### src/rtl/uart_app_ui_mc.sv
// Multi-channel UART application register bank: per-channel config, status, upload FSM, W1C events.
// Optional build macro UART_APP_IRQ_EN adds per-channel irq_en (offset 38) and a registered irq output.

module uart_app_ch #(
  parameter int BAUD_LIM_RST = 15337,
  parameter int BAUD_FRQ_RST = 288,
  parameter int WTD_RST      = 320
) (
  input  logic        clk,
  input  logic        rst,
  input  logic        wr_en,
  input  logic [3:0]  wr_idx,
  input  logic [31:0] wdata,
  input  logic [3:0]  rd_idx,
  output logic [31:0] rd_data,
  input  logic        tx_busy,
  input  logic        rx_busy,
  input  logic [31:0] tx_cnt,
  input  logic [31:0] rx_cnt,
  input  logic        upload_busy,
  input  logic        upload_done,
  input  logic [31:0] pkt_length,
  input  logic [31:0] pkt_cnt,
  output logic        wtd_en,
  output logic [31:0] wtd_preset,
  output logic [4:0]  tdest,
  output logic [15:0] baud_limit,
  output logic [11:0] baud_freq,
  output logic [3:0]  recv_parity,
  output logic        loopback_en,
  output logic        upload_req,
  output logic        irq_src
);
  typedef enum logic [1:0] {IDLE, ISSUE, WAIT} st_t;
  typedef struct packed {
    logic        wtd_en;
    logic [31:0] wtd_preset;
    logic [4:0]  tdest;
    logic [15:0] baud_limit;
    logic [11:0] baud_freq;
    logic [3:0]  recv_parity;
    logic        loopback_en;
  } cfg_t;

  localparam cfg_t CFG_RST = '{wtd_en: 1'b1, wtd_preset: 32'(WTD_RST), tdest: 5'd0,
                               baud_limit: 16'(BAUD_LIM_RST), baud_freq: 12'(BAUD_FRQ_RST),
                               recv_parity: 4'd0, loopback_en: 1'b0};

  st_t         state_q, state_d;
  cfg_t        cfg_q, cfg_d;
  logic [1:0]  sticky_q, sticky_d;
  logic [15:0] done_cnt_q, done_cnt_d;
  logic        upl_pend, wr_ctl, done_evt, ovr_evt;
`ifdef UART_APP_IRQ_EN
  logic [1:0]  irq_en_q, irq_en_d;
`endif

  assign upl_pend = (state_q != IDLE);
  assign wr_ctl   = wr_en && (wr_idx == 4'hB) && (wdata != 32'd0);
  assign done_evt = (state_q == WAIT) && upload_done;
  assign ovr_evt  = wr_ctl && upl_pend;

  always_comb begin
    state_d    = state_q;
    cfg_d      = cfg_q;
    sticky_d   = sticky_q;
`ifdef UART_APP_IRQ_EN
    irq_en_d   = irq_en_q;
`endif
    case (state_q)
      IDLE:    if (wr_ctl) state_d = ISSUE;
      ISSUE:   state_d = WAIT;
      WAIT:    if (upload_done) state_d = IDLE;
      default: state_d = IDLE;
    endcase
    if (wr_en) begin
      case (wr_idx)
        4'h0: cfg_d.wtd_en      = wdata[0];
        4'h1: cfg_d.wtd_preset  = wdata;
        4'h2: cfg_d.tdest       = wdata[4:0];
        4'h3: cfg_d.baud_limit  = wdata[15:0];
        4'h4: cfg_d.baud_freq   = wdata[11:0];
        4'h5: cfg_d.recv_parity = wdata[3:0];
        4'hC: cfg_d.loopback_en = wdata[0];
        4'hD: sticky_d          = sticky_q & ~wdata[1:0];
`ifdef UART_APP_IRQ_EN
        4'hE: irq_en_d          = wdata[1:0];
`endif
        default: ;
      endcase
    end
    // set events are OR'd in after the clear so they win over a same-cycle W1C
    sticky_d   = sticky_d | {ovr_evt, done_evt};
    done_cnt_d = done_cnt_q + 16'(done_evt);
  end

  always_ff @(posedge clk or posedge rst) begin
    if (rst) begin
      state_q    <= IDLE;
      cfg_q      <= CFG_RST;
      sticky_q   <= '0;
      done_cnt_q <= '0;
`ifdef UART_APP_IRQ_EN
      irq_en_q   <= '0;
`endif
    end else begin
      state_q    <= state_d;
      cfg_q      <= cfg_d;
      sticky_q   <= sticky_d;
      done_cnt_q <= done_cnt_d;
`ifdef UART_APP_IRQ_EN
      irq_en_q   <= irq_en_d;
`endif
    end
  end

  always_comb begin
    rd_data = '0;
    case (rd_idx)
      4'h0: rd_data = 32'(cfg_q.wtd_en);
      4'h1: rd_data = cfg_q.wtd_preset;
      4'h2: rd_data = 32'(cfg_q.tdest);
      4'h3: rd_data = 32'(cfg_q.baud_limit);
      4'h4: rd_data = 32'(cfg_q.baud_freq);
      4'h5: rd_data = 32'(cfg_q.recv_parity);
      4'h6: rd_data = tx_cnt;
      4'h7: rd_data = rx_cnt;
      4'h8: rd_data = {28'd0, upl_pend, upload_busy, rx_busy, tx_busy};
      4'h9: rd_data = pkt_cnt;
      4'hA: rd_data = pkt_length;
      4'hB: rd_data = 32'(upl_pend);
      4'hC: rd_data = 32'(cfg_q.loopback_en);
      4'hD: rd_data = 32'(sticky_q);
`ifdef UART_APP_IRQ_EN
      4'hE: rd_data = 32'(irq_en_q);
`endif
      4'hF: rd_data = 32'(done_cnt_q);
      default: rd_data = '0;
    endcase
  end

  assign wtd_en      = cfg_q.wtd_en;
  assign wtd_preset  = cfg_q.wtd_preset;
  assign tdest       = cfg_q.tdest;
  assign baud_limit  = cfg_q.baud_limit;
  assign baud_freq   = cfg_q.baud_freq;
  assign recv_parity = cfg_q.recv_parity;
  assign loopback_en = cfg_q.loopback_en;
  assign upload_req  = (state_q == ISSUE);
`ifdef UART_APP_IRQ_EN
  assign irq_src     = |(sticky_q & irq_en_q);
`else
  assign irq_src     = 1'b0;
`endif
endmodule

module uart_app_ui_mc #(
  parameter int NUM_CH       = 2,
  parameter int ADDR_W       = 12,
  parameter int BAUD_LIM_RST = 15337,
  parameter int BAUD_FRQ_RST = 288,
  parameter int WTD_RST      = 320
) (
  input  logic                     clk,
  input  logic                     rst,
  input  logic                     app_axi_rreq,
  output logic                     app_axi_rack,
  input  logic [ADDR_W-1:0]        app_axi_raddr,
  output logic [31:0]              app_axi_rdata,
  input  logic                     app_axi_wreq,
  output logic                     app_axi_wack,
  input  logic [ADDR_W-1:0]        app_axi_waddr,
  input  logic [31:0]              app_axi_wdata,
  output logic [NUM_CH-1:0]        loopback_en,
  output logic [NUM_CH-1:0]        wtd_en,
  output logic [NUM_CH-1:0][4:0]   tdest,
  output logic [NUM_CH-1:0][11:0]  baud_freq,
  output logic [NUM_CH-1:0][15:0]  baud_limit,
  output logic [NUM_CH-1:0][3:0]   recv_parity,
  output logic [NUM_CH-1:0][31:0]  wtd_preset,
  input  logic [NUM_CH-1:0]        tx_busy,
  input  logic [NUM_CH-1:0]        rx_busy,
  input  logic [NUM_CH-1:0][31:0]  tx_cnt,
  input  logic [NUM_CH-1:0][31:0]  rx_cnt,
  output logic [NUM_CH-1:0]        upload_req,
  input  logic [NUM_CH-1:0]        upload_busy,
  input  logic [NUM_CH-1:0]        upload_done,
  input  logic [NUM_CH-1:0][31:0]  pkt_length,
  input  logic [NUM_CH-1:0][31:0]  pkt_cnt,
  output logic                     irq
);
  localparam int CH_W = ADDR_W - 6;

  logic [NUM_CH-1:0][31:0] ch_rd;
  logic [NUM_CH-1:0]       ch_wr, irq_src;
  logic [31:0]             rd_sel, rdata_d, rdata_q;
  logic                    rd_hit, rack_q, wack_q, irq_q;

  for (genvar c = 0; c < NUM_CH; c++) begin : g_ch
    assign ch_wr[c] = app_axi_wreq && (app_axi_waddr[1:0] == 2'b00) &&
                      (app_axi_waddr[ADDR_W-1:6] == CH_W'(c));
    uart_app_ch #(
      .BAUD_LIM_RST(BAUD_LIM_RST), .BAUD_FRQ_RST(BAUD_FRQ_RST), .WTD_RST(WTD_RST)
    ) u_ch (
      .clk(clk), .rst(rst),
      .wr_en(ch_wr[c]), .wr_idx(app_axi_waddr[5:2]), .wdata(app_axi_wdata),
      .rd_idx(app_axi_raddr[5:2]), .rd_data(ch_rd[c]),
      .tx_busy(tx_busy[c]), .rx_busy(rx_busy[c]), .tx_cnt(tx_cnt[c]), .rx_cnt(rx_cnt[c]),
      .upload_busy(upload_busy[c]), .upload_done(upload_done[c]),
      .pkt_length(pkt_length[c]), .pkt_cnt(pkt_cnt[c]),
      .wtd_en(wtd_en[c]), .wtd_preset(wtd_preset[c]), .tdest(tdest[c]),
      .baud_limit(baud_limit[c]), .baud_freq(baud_freq[c]), .recv_parity(recv_parity[c]),
      .loopback_en(loopback_en[c]), .upload_req(upload_req[c]), .irq_src(irq_src[c])
    );
  end

  // unmatched channel field falls through with rd_hit low -> DEADBEEF
  always_comb begin
    rd_hit = 1'b0;
    rd_sel = '0;
    for (int c = 0; c < NUM_CH; c++) begin
      if (app_axi_raddr[ADDR_W-1:6] == CH_W'(c)) begin
        rd_hit = 1'b1;
        rd_sel = ch_rd[c];
      end
    end
    rdata_d = '0;
    if (app_axi_rreq)
      rdata_d = (rd_hit && app_axi_raddr[1:0] == 2'b00) ? rd_sel : 32'hDEAD_BEEF;
  end

  always_ff @(posedge clk or posedge rst) begin
    if (rst) begin
      rack_q  <= 1'b0;
      wack_q  <= 1'b0;
      rdata_q <= '0;
      irq_q   <= 1'b0;
    end else begin
      rack_q  <= app_axi_rreq;
      wack_q  <= app_axi_wreq;
      rdata_q <= rdata_d;
      irq_q   <= |irq_src;
    end
  end

  assign app_axi_rack  = rack_q;
  assign app_axi_wack  = wack_q;
  assign app_axi_rdata = rdata_q;
  assign irq           = irq_q;
endmodule

### config.mk
export PLATFORM = sky130hd
export DESIGN_NAME = uart_app_ui_mc
export DESIGN_NICKNAME = d
export VERILOG_FILES = /design/src/rtl/uart_app_ui_mc.sv
export SDC_FILE = /design/constraint.sdc
export NUM_CORES = 1
export LEC_CHECK = 0
export ABC_AREA = 1
export CORE_AREA = 3 3 194 196
export CTS_BUF_LIST = sky130_fd_sc_hd__clkbuf_16
export DETAILED_ROUTE_END_ITERATION = 6
export DIE_AREA = 0 0 197 199
export MAX_ROUTING_LAYER = met4
export PLACE_DENSITY = 0.66
export SLEW_MARGIN = 15
export SYNTH_ARGS = -nofsm -noshare
export SYNTH_HDL_FRONTEND = slang
export SYNTH_SLANG_ARGS = --single-unit
export TNS_END_PERCENT = 50
### constraint.sdc
create_clock -name clk -period 7.1 [get_ports clk]
set_clock_uncertainty 0.15 [all_clocks]
set_input_delay 1.42 -clock clk [delete_from_list [all_inputs] [get_ports clk]]
set_output_delay 1.42 -clock clk [all_outputs]
set_load 0.01 [all_outputs]
Word level (Yosys, flattened, before mapping) --
Index checks and enable logic that the tools add are counted.
Operators by class: bitwise gates (word level) 5, multipliers 0, mux-type cells 18, order comparisons 0, div/mod/pow operators 0, equality and inequality tests 32, shifts and indexed selects 0, reduce and logical (&&, ||, !) cells 39, add/subtract/negate cells 2
Operator list (count):
- $pmux W32 S15 | 2
- $mux W32 | 4
- $eq A4 B4 Y1 const B | 10
- $add A16 B1 Y16 | 2
- $reduce_and A2 Y1 | 16
- $reduce_bool A32 Y1 | 1
- $eq A4 B3 Y1 const B | 6
- $eq A4 B2 Y1 const B | 4
- $mux W2 | 8
- $eq A6 B1 Y1 const B | 2
- $logic_and A1 B1 Y1 | 12
- $logic_not A6 Y1 | 2
- $pmux W2 S3 | 2
- $eq A4 B1 Y1 const B | 2
- $logic_not A2 Y1 | 4
- $logic_not A4 Y1 | 2
- $and A2 B2 Y2 | 2
- $eq A2 B1 Y1 const B | 2
- $eq A2 B2 Y1 const B | 2
- $ne A2 B1 Y1 const B | 2
- $ne A2 B2 Y1 const B | 2
- $or A2 B2 Y2 | 2
- $reduce_bool A2 Y1 | 2
- $mux W1 | 2
- $not A2 Y2 | 1
Storage, ports and cells: bits in read-only memories 0, output and inout port bits 179, bits in latches 0, memories 0, bits in writable memories 0, input bits 324, flip-flop bits (word level) 216, logic and storage cells 119

Depth between registers and ports, before layout --
Gate-level depths: netlist (run 1).
depth after elaboration 7, depth in mapped cells 12, mapped depth without buffers 12

Modules after synthesis --
Synthesis (run 1) repeated with hierarchy kept, for this count alone.
Unflattened totals: cells, all modules 1759, area total of the unflattened synthesis 12604.6 um^2
By module, submodules not included:
- uart_app_ch | seq. area each 2296.0 um^2, times used 2, cells each 757, area an instance 5363.9 um^2
- uart_app_ui_mc | seq. area each 875.8 um^2, times used 1, cells each 245, area an instance 1876.8 um^2

Worst setup path before layout (run 1) --
No wires, ideal clock.
kind input -> register, start point input port upload_done[1], end point register g_ch[1].u_ch.done_cnt_q[12], data required time 6.871 ns, arrival time 2.843 ns, cell stages on the path 11, setup time 0.079 ns, path buffers 0, setup slack 4.028 ns, cells stage by stage inv_1 > nor2_1 > ha_1 > ha_1 > nand2_1 > nor3b_1 > nand2_1 > nor2_1 > nand3_1 > nor2_1 > xor2_1
On the way: longest elaborated chain between the ends 2
Ends and longest elaborated chain:
- from (decl) | RTL line 187 | input logic [NUM_CH-1:0] upload_done,
- $logic_and A1 B1 Y1 | RTL line 60 | assign done_evt = (state_q == WAIT) && upload_done;
- $add A16 B1 Y16 | RTL line 94 | done_cnt_d = done_cnt_q + 16'(done_evt);
- net g_ch[1].u_ch.done_cnt_d[12] | RTL line 52 | logic [15:0] done_cnt_q, done_cnt_d;
- to (signal assigned) | RTL line 110 | done_cnt_q <= done_cnt_d;
- to (decl) | RTL line 52
The timed path passes the listed nets, and every way through them passes these cells. A chain may end at the register's enable or synchronous reset.

Worst setup path in the final report (run 1) --
start point input port app_axi_raddr[3], end point register rdata_q[2], in the netlist app_axi_rdata[2]
On the way: longest elaborated chain between the ends 6, elaborated cells on any way between the ends 21, classes of those cells eq/ne: 14; mux: 6; reduce/logical: 1
Ends and longest elaborated chain:
- from (decl) | RTL line 168 | input logic [ADDR_W-1:0] app_axi_raddr,
- $eq A4 B4 Y1 (tied with other cells) | RTL line 119 | case (rd_idx)
- $pmux W32 S15 | RTL line 119
- $mux W32 | RTL line 222 | if (app_axi_raddr[ADDR_W-1:6] == CH_W'(c)) begin
- $mux W32 * | RTL line 222
- $mux W32 * | RTL line 229 | rdata_d = (rd_hit && app_axi_raddr[1:0] == 2'b00) ? rd_sel : 32'hDEAD_BEEF;
- $mux W32 * | RTL line 228 | if (app_axi_rreq)
- net rdata_d[2] | RTL line 196 | logic [31:0] rd_sel, rdata_d, rdata_q;
- to (signal assigned) | RTL line 241 | rdata_q <= rdata_d;
- to (decl) | RTL line 196
The timed path passes the listed nets; every way through them passes the cells marked *.

==> impl_metrics.ini, run 1 <==
[outcome]
outcome = finished clean

[worst_hold_path]
whs_path_depth = 2
hp-class = register to register
hold-path-endpoint = g_ch[0].u_ch.done_cnt_q[15]
worst_hold_startpoint = g_ch[0].u_ch.done_cnt_q[15]

[global_routing]
grt_usage = 0.3141
overflow = 0
grt_max_degree = 141
grt_pass1_vias = 13690
antenna_found_initial = 11
grt_first_pass_wirelength_um = 88390

[critical_path]
cp-start-kind = input port
crit_path_end_kind = register
crit_top_cell = nand2_1
r2r_start = g_ch[1].u_ch.state_q[0]
crit_path_max_fanout = 10
worstPathRequired_ns = 7.35
cp_top_family = buffers and inverters
reg2reg_to = g_ch[1].u_ch.done_cnt_q[12]
setup.worst_path.class = input port to register
slowest_stage = o21ai_1
cp_cell_sequence = clkdlybuf4s50_1, nand2_1, o21ai_1, clkinv_1, o21ai_0, inv_1, nand2_1, nand2_1
reg2reg_depth = 12
arrival_ns = 4.13
reg2reg_slack_ns = 4.37
critPathMaxStageDelay_ns = 0.77
cp.buffers_inverters = 3

[logic_synthesis]
synth_cells = 1656
synth_edf_count = 0
yosysSeqAreaShare = 0.4650
ys_seq_elements = 216
yosysWarnings = 0
synth_top_area_cell = dfrtp_1
postSynthAreaPerCell_um2 = 7.068
synth_nets = 1984
synthTopCellsByArea = dfrtp_1 (40%), nand2_1 (24%), o21ai_0 (8.7%)
syn_area_um2 = 11700
ys_async_sr_fraction = 1.000
synthFlopType = dfrtp_1
post-synth-top-area-fraction = 0.3976
ys_types = 33

[sta]
finalCritPeriodShare = 0.5466
max_slew_margin = 0.2292
rsz0062_at_grt = no
slew_violations = 0
min_period_ns = 3.881
hold_viol_final = 0
worstMarginPinSlew_ns = 1.153
fin_tns_setup_ns = 0
max_freq_mhz = 257.7
finalSetupViolCount = 0

[route]
via_count = 13430
route.detailed.drc = 0
viasPerCell = 5.120
drt_iter0_drc = 910
post_drt_wl_per_cell_um = 23.52
ant_nets = 0
drt-pass1-iter-count = 6
wirelength_um = 61670

[place]
place_hpwl_um = 47200
gp_congestion = 0.9606
port_buffers = 501
post_dp_cell_area_um2 = 17100

[power]
power_density_nw_per_um2 = 166.3
total_power_mw = 2.995
leakage_nw = 7.958
ir_drop_mv = 0.1836

[clocking]
cts.htree.levels = 1
cts_buffers = 27
cts_tree = built
cts-root-buf = clkbuf_16
cts_sinks = 216
clock_latency_ns = 0.54
cts.clk_slew.worst_paths_ns = 0.06
ctsHoldBuffers = 0
clockBufferDepth = 3
post_cts_buffers = 0
ctsResizeCount = 0

[layout]
syn2layout_area_growth_pct = 53.91
layout_common_cells = nand2_1 (738), clkdlybuf4s50_1 (501), o21ai_0 (203)
final_cell_area_um2 = 18010
fillers = 3650
layout-drive-gt1-share = 0.04620
final_common_cell = nand2_1
nNetsFinal = 2450

[floorplanning]
die_y_um = 199
core-area_um2 = 36260
die_w_um = 197
initial_core_util = 0.3228
ios = 503
rows = 70
die-area_um2 = 39200

[run]
max_cap_viol_count = 0
## registers in the layout, summed over array words and instances (netlist names), 2 cells and up
name / cells
app_axi_rdata: 32
g_ch.u_ch.wtd_en: 2
g_ch.u_ch.recv_parity: 8
g_ch.u_ch.sticky_q: 4
g_ch.u_ch.wtd_preset: 64
g_ch.u_ch.tdest: 10
g_ch.u_ch.done_cnt_q: 32
g_ch.u_ch.baud_limit: 32
g_ch.u_ch.loopback_en: 2
g_ch.u_ch.state_q: 4
g_ch.u_ch.baud_freq: 24
## worst max path at each step
stage / start / depth (start not counted) / end / slack [ns]
3_3_place_gp: app_axi_raddr[3] / 11 / app_axi_rdata[4] / 2.82
4_1_cts: app_axi_raddr[3] / 11 / app_axi_rdata[4] / 3.31
5_1_grt: app_axi_raddr[5] / 13 / app_axi_rdata[7] / 3.21
2_1_floorplan: rst / 1 / app_axi_rack / 2.74
6_report: app_axi_raddr[3] / 8 / app_axi_rdata[2] / 3.22
3_5_place_dp: app_axi_raddr[3] / 11 / app_axi_rdata[4] / 2.75
## area by class of cell
class                           instances  area [µm²]  area share
Multi-Input combinational cell       1262        5557      0.3084
Timing Repair Buffer                  516        5172      0.2871
Clock buffer                           27       675.6     0.03751
Clock inverter                         23       178.9    0.009932
Sequential cell                       216        5443      0.3021
Antenna cell                           11       27.53    0.001528
Inverter                               99       375.4     0.02084
Tap cell                              468       585.6     0.03250
## cells by family after synthesis
group                      Yosys count  synth area share
adders and majority gates            4          0.004276
other                                1         0.0003204
DFF                                216            0.4650
xor gates and xnor gates            27           0.02020
and+or+nand+nor                    991            0.3423
buffers and inverters              178           0.06360
AOI/OAI and AO/OA                  239            0.1043
## where the power goes
group	total, mW	internal, mW	switching [mW]
sequential	1.26	1.25	0.0117
clock	1.35	0.795	0.550
combinational	0.388	0.207	0.182
total	2.99	2.25	0.744
## tightest hold or removal path, cell delays in order (launching register included)
cell and delay [ns]:
dfrtp_1 0.34, nor2_1 0.05, nor2_1 0.07
## metal layers
| layer | GRT usage | wire length (µm) | vias up | part of all wire |
|---|---|---|---|---|
| met5 | - | 0 | - | 0 |
| met4 | 0.1460 | 3234 | 0 | 0.052 |
| met3 | 0.05928 | 4766 | 150 | 0.077 |
| met2 | 0.5283 | 30040 | 679 | 0.49 |
| met1 | 0.3655 | 23630 | 6355 | 0.38 |
| li1 | - | - | 6241 | - |
## per-stage QoR
step / util / std cells / hold WS (ns) / setup WS [ns]
after detailed placement: 0.4717 / 2560 / 0.3277 / 2.748
after CTS: 0.4952 / 2610 / 0.3505 / 3.305
after floorplan: - / 1656 / 0.2994 / 2.742
after global placement: 0.4717 / 2560 / 0.3291 / 2.824
after global routing: 0.4968 / 2622 / 0.3732 / 3.215
final: 0.4968 / 2622 / 0.3433 / 3.219
## synthesized netlist by cell type, types with 7 or more instances
master	n
nand2_1	741
o21ai_0	203
dfrtp_1	186
nor2_1	101
inv_1	95
nand3_1	77
nand4_1	47
buf_2	40
clkbuf_1	31
dfstp_2	30
a21oi_1	24
xor2_1	19
nor3_1	10
xnor2_1	8
buf_4	7
Note: power is estimated with default switching activity, not from simulation.
==> inputs of run 2 (changes only) <==
- CORE_AREA: 3 3 194 196 -> 3 3 196 198
- DIE_AREA: 0 0 197 199 -> 0 0 199 201
- PLACE_DENSITY: 0.66 -> default
- clock period: 7.1 -> 3.6 ns (I/O delays scaled with it)
==> run 2 against run 1 <==
Worst hold slack improved by 0.0029 ns. Non-clock buffer count increased by 27. Power rose by 110%. Clock power is 120% higher. Critical path depth shrank 5. Sequential share of layout area decreased by 0.67 points. First-iteration DRC count increased by 0.22%. Largest cell class unchanged.
==> impl_metrics.ini, run 2 (synthesized netlist as in run 1, its figures left out) <==
[outcome]
outcome = finished clean

[sta]
hold_viol_final = 0
max_freq_mhz = 359.5
fin_tns_setup_ns = 0
finalCritPeriodShare = 0.7727
finalSetupViolCount = 0
fin_hold_ws_ns = 0.3462
slew_violations = 0
setup_slack_ns = 0.8182
rsz0062_at_grt = no
worstMarginPinSlew_ns = 0.7679
max_slew_margin = 0.4880
min_period_ns = 2.782

[clocking]
cts_sinks = 216
cts-root-buf = clkbuf_16
clockBufferDepth = 3
cts.htree.levels = 1
cts_buffers = 27
ctsHoldBuffers = 0
post_cts_buffers = 0
cts.clk_slew.worst_paths_ns = 0.06
ctsResizeCount = 0
clock_latency_ns = 0.54
cts_tree = built

[route]
route.detailed.drc = 0
drt_iter0_drc = 912
via_count = 13490
drt-pass1-iter-count = 5
wirelength_um = 61810
post_drt_wl_per_cell_um = 23.32
ant_nets = 0
viasPerCell = 5.089

[power]
p_comb_frac = 0.124
switching_share = 0.2421
pwr-share-seq = 0.396
clkPwrFrac = 0.480
total_power_mw = 6.279
power_density_nw_per_um2 = 340.8
ir_drop_mv = 0.4190
leakage_nw = 8.153
netSwitchingPower_mw = 1.520
internal-power_mw = 4.759

[global_routing]
antenna_found_initial = 12
overflow = 0
grt_max_degree = 107
grt_first_pass_wirelength_um = 89840
grt_usage = 0.3106
grt_pass1_vias = 13750

[place]
place_hpwl_um = 48290
gp_congestion = 0.9361
port_buffers = 501
dp_cells = 2588
place_ws_ns = 0.3193
post_dp_cell_area_um2 = 17410

[critical_path]
arrival_ns = 1.91
reg2reg_depth = 12
reg2reg_to = g_ch[1].u_ch.done_cnt_q[12]
setup.worst_path.class = register to primary output
crit_path_max_fanout = 4
crit_path_end_kind = primary output
r2r_start = g_ch[1].u_ch.state_q[0]
crit_start = g_ch[0].u_ch.state_q[0]
reg2reg_slack_ns = 1.16
cp-start-kind = register
worstPathRequired_ns = 2.73

[floorplanning]
ios = 503
die_y_um = 201
die-area_um2 = 40000
core-area_um2 = 36700
die_w_um = 199
rows = 70
initial_core_util = 0.3190

[layout]
layout_common_cells = nand2_1 (739), clkdlybuf4s50_1 (501), o21ai_0 (203)
largest_reg_flops = 64
final_cell_area_um2 = 18430
syn2layout_area_growth_pct = 57.41
nNetsFinal = 2477
layout-drive-gt1-share = 0.06175
fin_util = 0.5021
final_common_cell = nand2_1
layout.cells.non_filler = 2650

[run]
max_cap_viol_count = 0

[worst_hold_path]
worst_hold_startpoint = g_ch[1].u_ch.done_cnt_q[11]
whs_path_depth = 1
hp-class = register to register
hold-path-endpoint = g_ch[1].u_ch.done_cnt_q[11]
==> run 2: layout make-up <==
class / instances / area (µm²)
diodes: 12 / 30.03
clock buffers: 27 / 675.6
clock inverters: 23 / 306.5
fillers: 3616 / 18270
inverters: 99 / 375.4
multi-input cells: 1262 / 5554
flip-flops and latches: 216 / 5443
well taps: 468 / 585.6
repair buffers: 543 / 5455
==> run 2: layer usage <==
metal,global-route usage,part of all wire,vias to the layer above
met5,-,0,-
met4,0.1187,0.041,0
met3,0.06714,0.082,113
met2,0.5201,0.49,632
met1,0.3645,0.39,6438
li1,-,-,6302
==> run 2: power by group through the flow <==
stage / logic (mW) / clock network [mW] / registers, mW
2_1_floorplan: 0.196 / 0 / 2.53
3_3_place_gp: 0.778 / 0 / 2.53
3_5_place_dp: 0.779 / 0 / 2.53
4_1_cts: 0.784 / 3.06 / 2.48
5_1_grt: 0.835 / 3.17 / 2.49
6_report: 0.780 / 3.01 / 2.48
==> run 2: how the worst max path moves through the flow <==
stage,to,slack [ns],cells after the start
after floorplan,app_axi_rack,-0.06,1
after global placement,app_axi_rdata[9],0.34,11
after detailed placement,app_axi_rdata[9],0.32,11
after CTS,upload_req[0],0.87,2
after global routing,app_axi_rdata[9],0.77,11
final,upload_req[0],0.82,3
==> run 2: worst max-delay path, cell delays in order (launching register included) <==
cell and delay (ns):
dfrtp_1 0.40, inv_1 0.07, nor2_1 0.29, clkdlybuf4s50_1 0.61
==> inputs of run 3 (changes only) <==
- clock period: 3.6 -> 2.6 ns (I/O delays scaled with it)
==> run 3 against run 2 <==
Sequential share of layout area fell by 1.2 points. Routed wire length fell by 1.3%. Via count rose by 0.44%. Register-to-register slack got worse by 0.88 ns. Utilization rose by 2.1 points. Worst hold slack got worse by 0.19 ns. Sequential cell count did not move. Combinational power rose by 46%. Critical path type unchanged. Highest routed layer unchanged.
==> impl_metrics.ini, run 3 (synthesized netlist as in run 1, its figures left out) <==
[outcome]
outcome = finished clean

[power]
total_power_mw = 8.513
ir_drop_mv = 0.4371
leakage_nw = 8.590
power_density_nw_per_um2 = 443.1

[sta]
fin_tns_setup_ns = 0
max_freq_mhz = 401.5
finalCritPeriodShare = 0.9580
rsz0062_at_grt = no
worstMarginPinSlew_ns = 0.5027
max_slew_margin = 0.6618
hold_viol_final = 0
finalSetupViolCount = 0
slew_violations = 0
min_period_ns = 2.491

[floorplanning]
die_y_um = 201
core-area_um2 = 36700
die_w_um = 199
initial_core_util = 0.3190
die-area_um2 = 40000
rows = 70
ios = 503

[route]
routed-wl-met3_um = 4791
viasPerCell = 4.959
drt-pass1-iter-count = 5
ant_nets = 0
via_count = 13540
wirelength_um = 61000
m1WireLength_um = 23400
top_layer_used = met4
route.detailed.drc = 0
post_drt_wl_per_cell_um = 22.33
met2_length_um = 30460
drt_iter0_drc = 820

[critical_path]
crit_start = g_ch[0].u_ch.state_q[0]
reg2reg_depth = 12
slowest_stage = clkdlybuf4s50_1
cp-start-kind = register
cp_cell_sequence = inv_1, nor2_1, clkdlybuf4s50_1
cp.buffers_inverters = 2
crit_path_end_kind = primary output
cp.depth = 3
crit_path_max_fanout = 4
r2r_start = g_ch[1].u_ch.state_q[0]
setup.worst_path.class = register to primary output
worstPathRequired_ns = 1.93
arrival_ns = 1.82
cp_top_family = buffers and inverters
critPathMaxStageDelay_ns = 0.61

[clocking]
cts_sinks = 216
cts.htree.levels = 1
cts.clk_slew.worst_paths_ns = 0.06
post_cts_buffers = 0
cts_tree = built
clockBufferDepth = 3
cts-root-buf = clkbuf_16
clock_latency_ns = 0.54
cts_buffers = 26

[layout]
layout-drive-gt1-share = 0.09394
nNetsFinal = 2554
syn2layout_area_growth_pct = 64.13
largest_reg_flops = 64
layout_common_cells = nand2_1 (739), clkdlybuf4s50_1 (501), o21ai_0 (203)
final_common_cell = nand2_1

[place]
gp_congestion = 0.9410
port_buffers = 501
place_hpwl_um = 48940

[global_routing]
grt_usage = 0.3023
antenna_found_initial = 16
grt_first_pass_wirelength_um = 87040
overflow = 0
grt_max_degree = 75
grt_pass1_vias = 13440

[run]
max_cap_viol_count = 0

[worst_hold_path]
hp-class = input port to asynchronous set/reset pin
-- run 3: path summary, 6_finish.rpt --
| kind | end | slack [ns] |
|---|---|---|
| setup / recovery | upload_req[0] | 0.11 |
| hold / removal | g_ch[0].u_ch.tdest[0] | 0.16 |
| setup reg to reg | g_ch[1].u_ch.done_cnt_q[10] | 0.28 |
| hold reg to reg | g_ch[0].u_ch.state_q[0] | 0.33 |
| max in group asynchronous | g_ch[0].u_ch.baud_limit[3] | 1.41 |
| min in group clk | app_axi_wack | 0.30 |
-- run 3: worst reg2reg max path, stage by stage (launching register included) --
cell	delay, ns
dfrtp_1	0.38
inv_1	0.07
nand2_1	0.08
nor2_1	0.24
ha_1	0.23
ha_1	0.17
nand2_1	0.09
nor3b_2	0.20
nand2_1	0.08
nor2_1	0.13
nand3_1	0.11
buf_4	0.15
xnor2_1	0.11
-- run 3: power breakdown --
| part | switching, mW | internal, mW |
|---|---|---|
| sequential | 0.0285 | 3.41 |
| clock | 1.55 | 2.38 |
| combinational | 0.500 | 0.640 |
| total | 2.08 | 6.43 |
-- run 3: what timing repair did --
item	CTS	global route
endpoints found under the setup margin	0	2
resized for setup	0	1
hold buffers	0	0
-- run 3: layout make-up --
type | instances | area [µm²]
diodes | 17 | 42.54
clock buffers | 27 | 675.6
clock inverters | 21 | 239.0
fillers | 3641 | 17490
inverters | 99 | 375.4
multi-input cells | 1262 | 5559
flip-flops and latches | 216 | 5443
well taps | 468 | 585.6
repair buffers | 621 | 6291
-- run 3: stage by stage --
stage	utilization	hold slack (ns)	setup WS (ns)	area, µm²	std cells
after global placement	0.4973	0.3270	-0.3799	18250	2666
after floorplan	-	0.2994	-0.8576	11710	1656
after detailed placement	0.4973	0.3289	-0.3950	18250	2666
after CTS	0.5222	0.1471	0.09080	19160	2714
final	0.5235	0.1555	0.1092	19210	2731
after global routing	0.5234	0.1698	0.05287	19210	2730
-- run 3: routing by layer --
metal,GRT usage,vias to the layer above
met5,-,-
met4,0.1054,0
met2,0.5250,618
met1,0.3438,6364
met3,0.06395,101
li1,-,6461
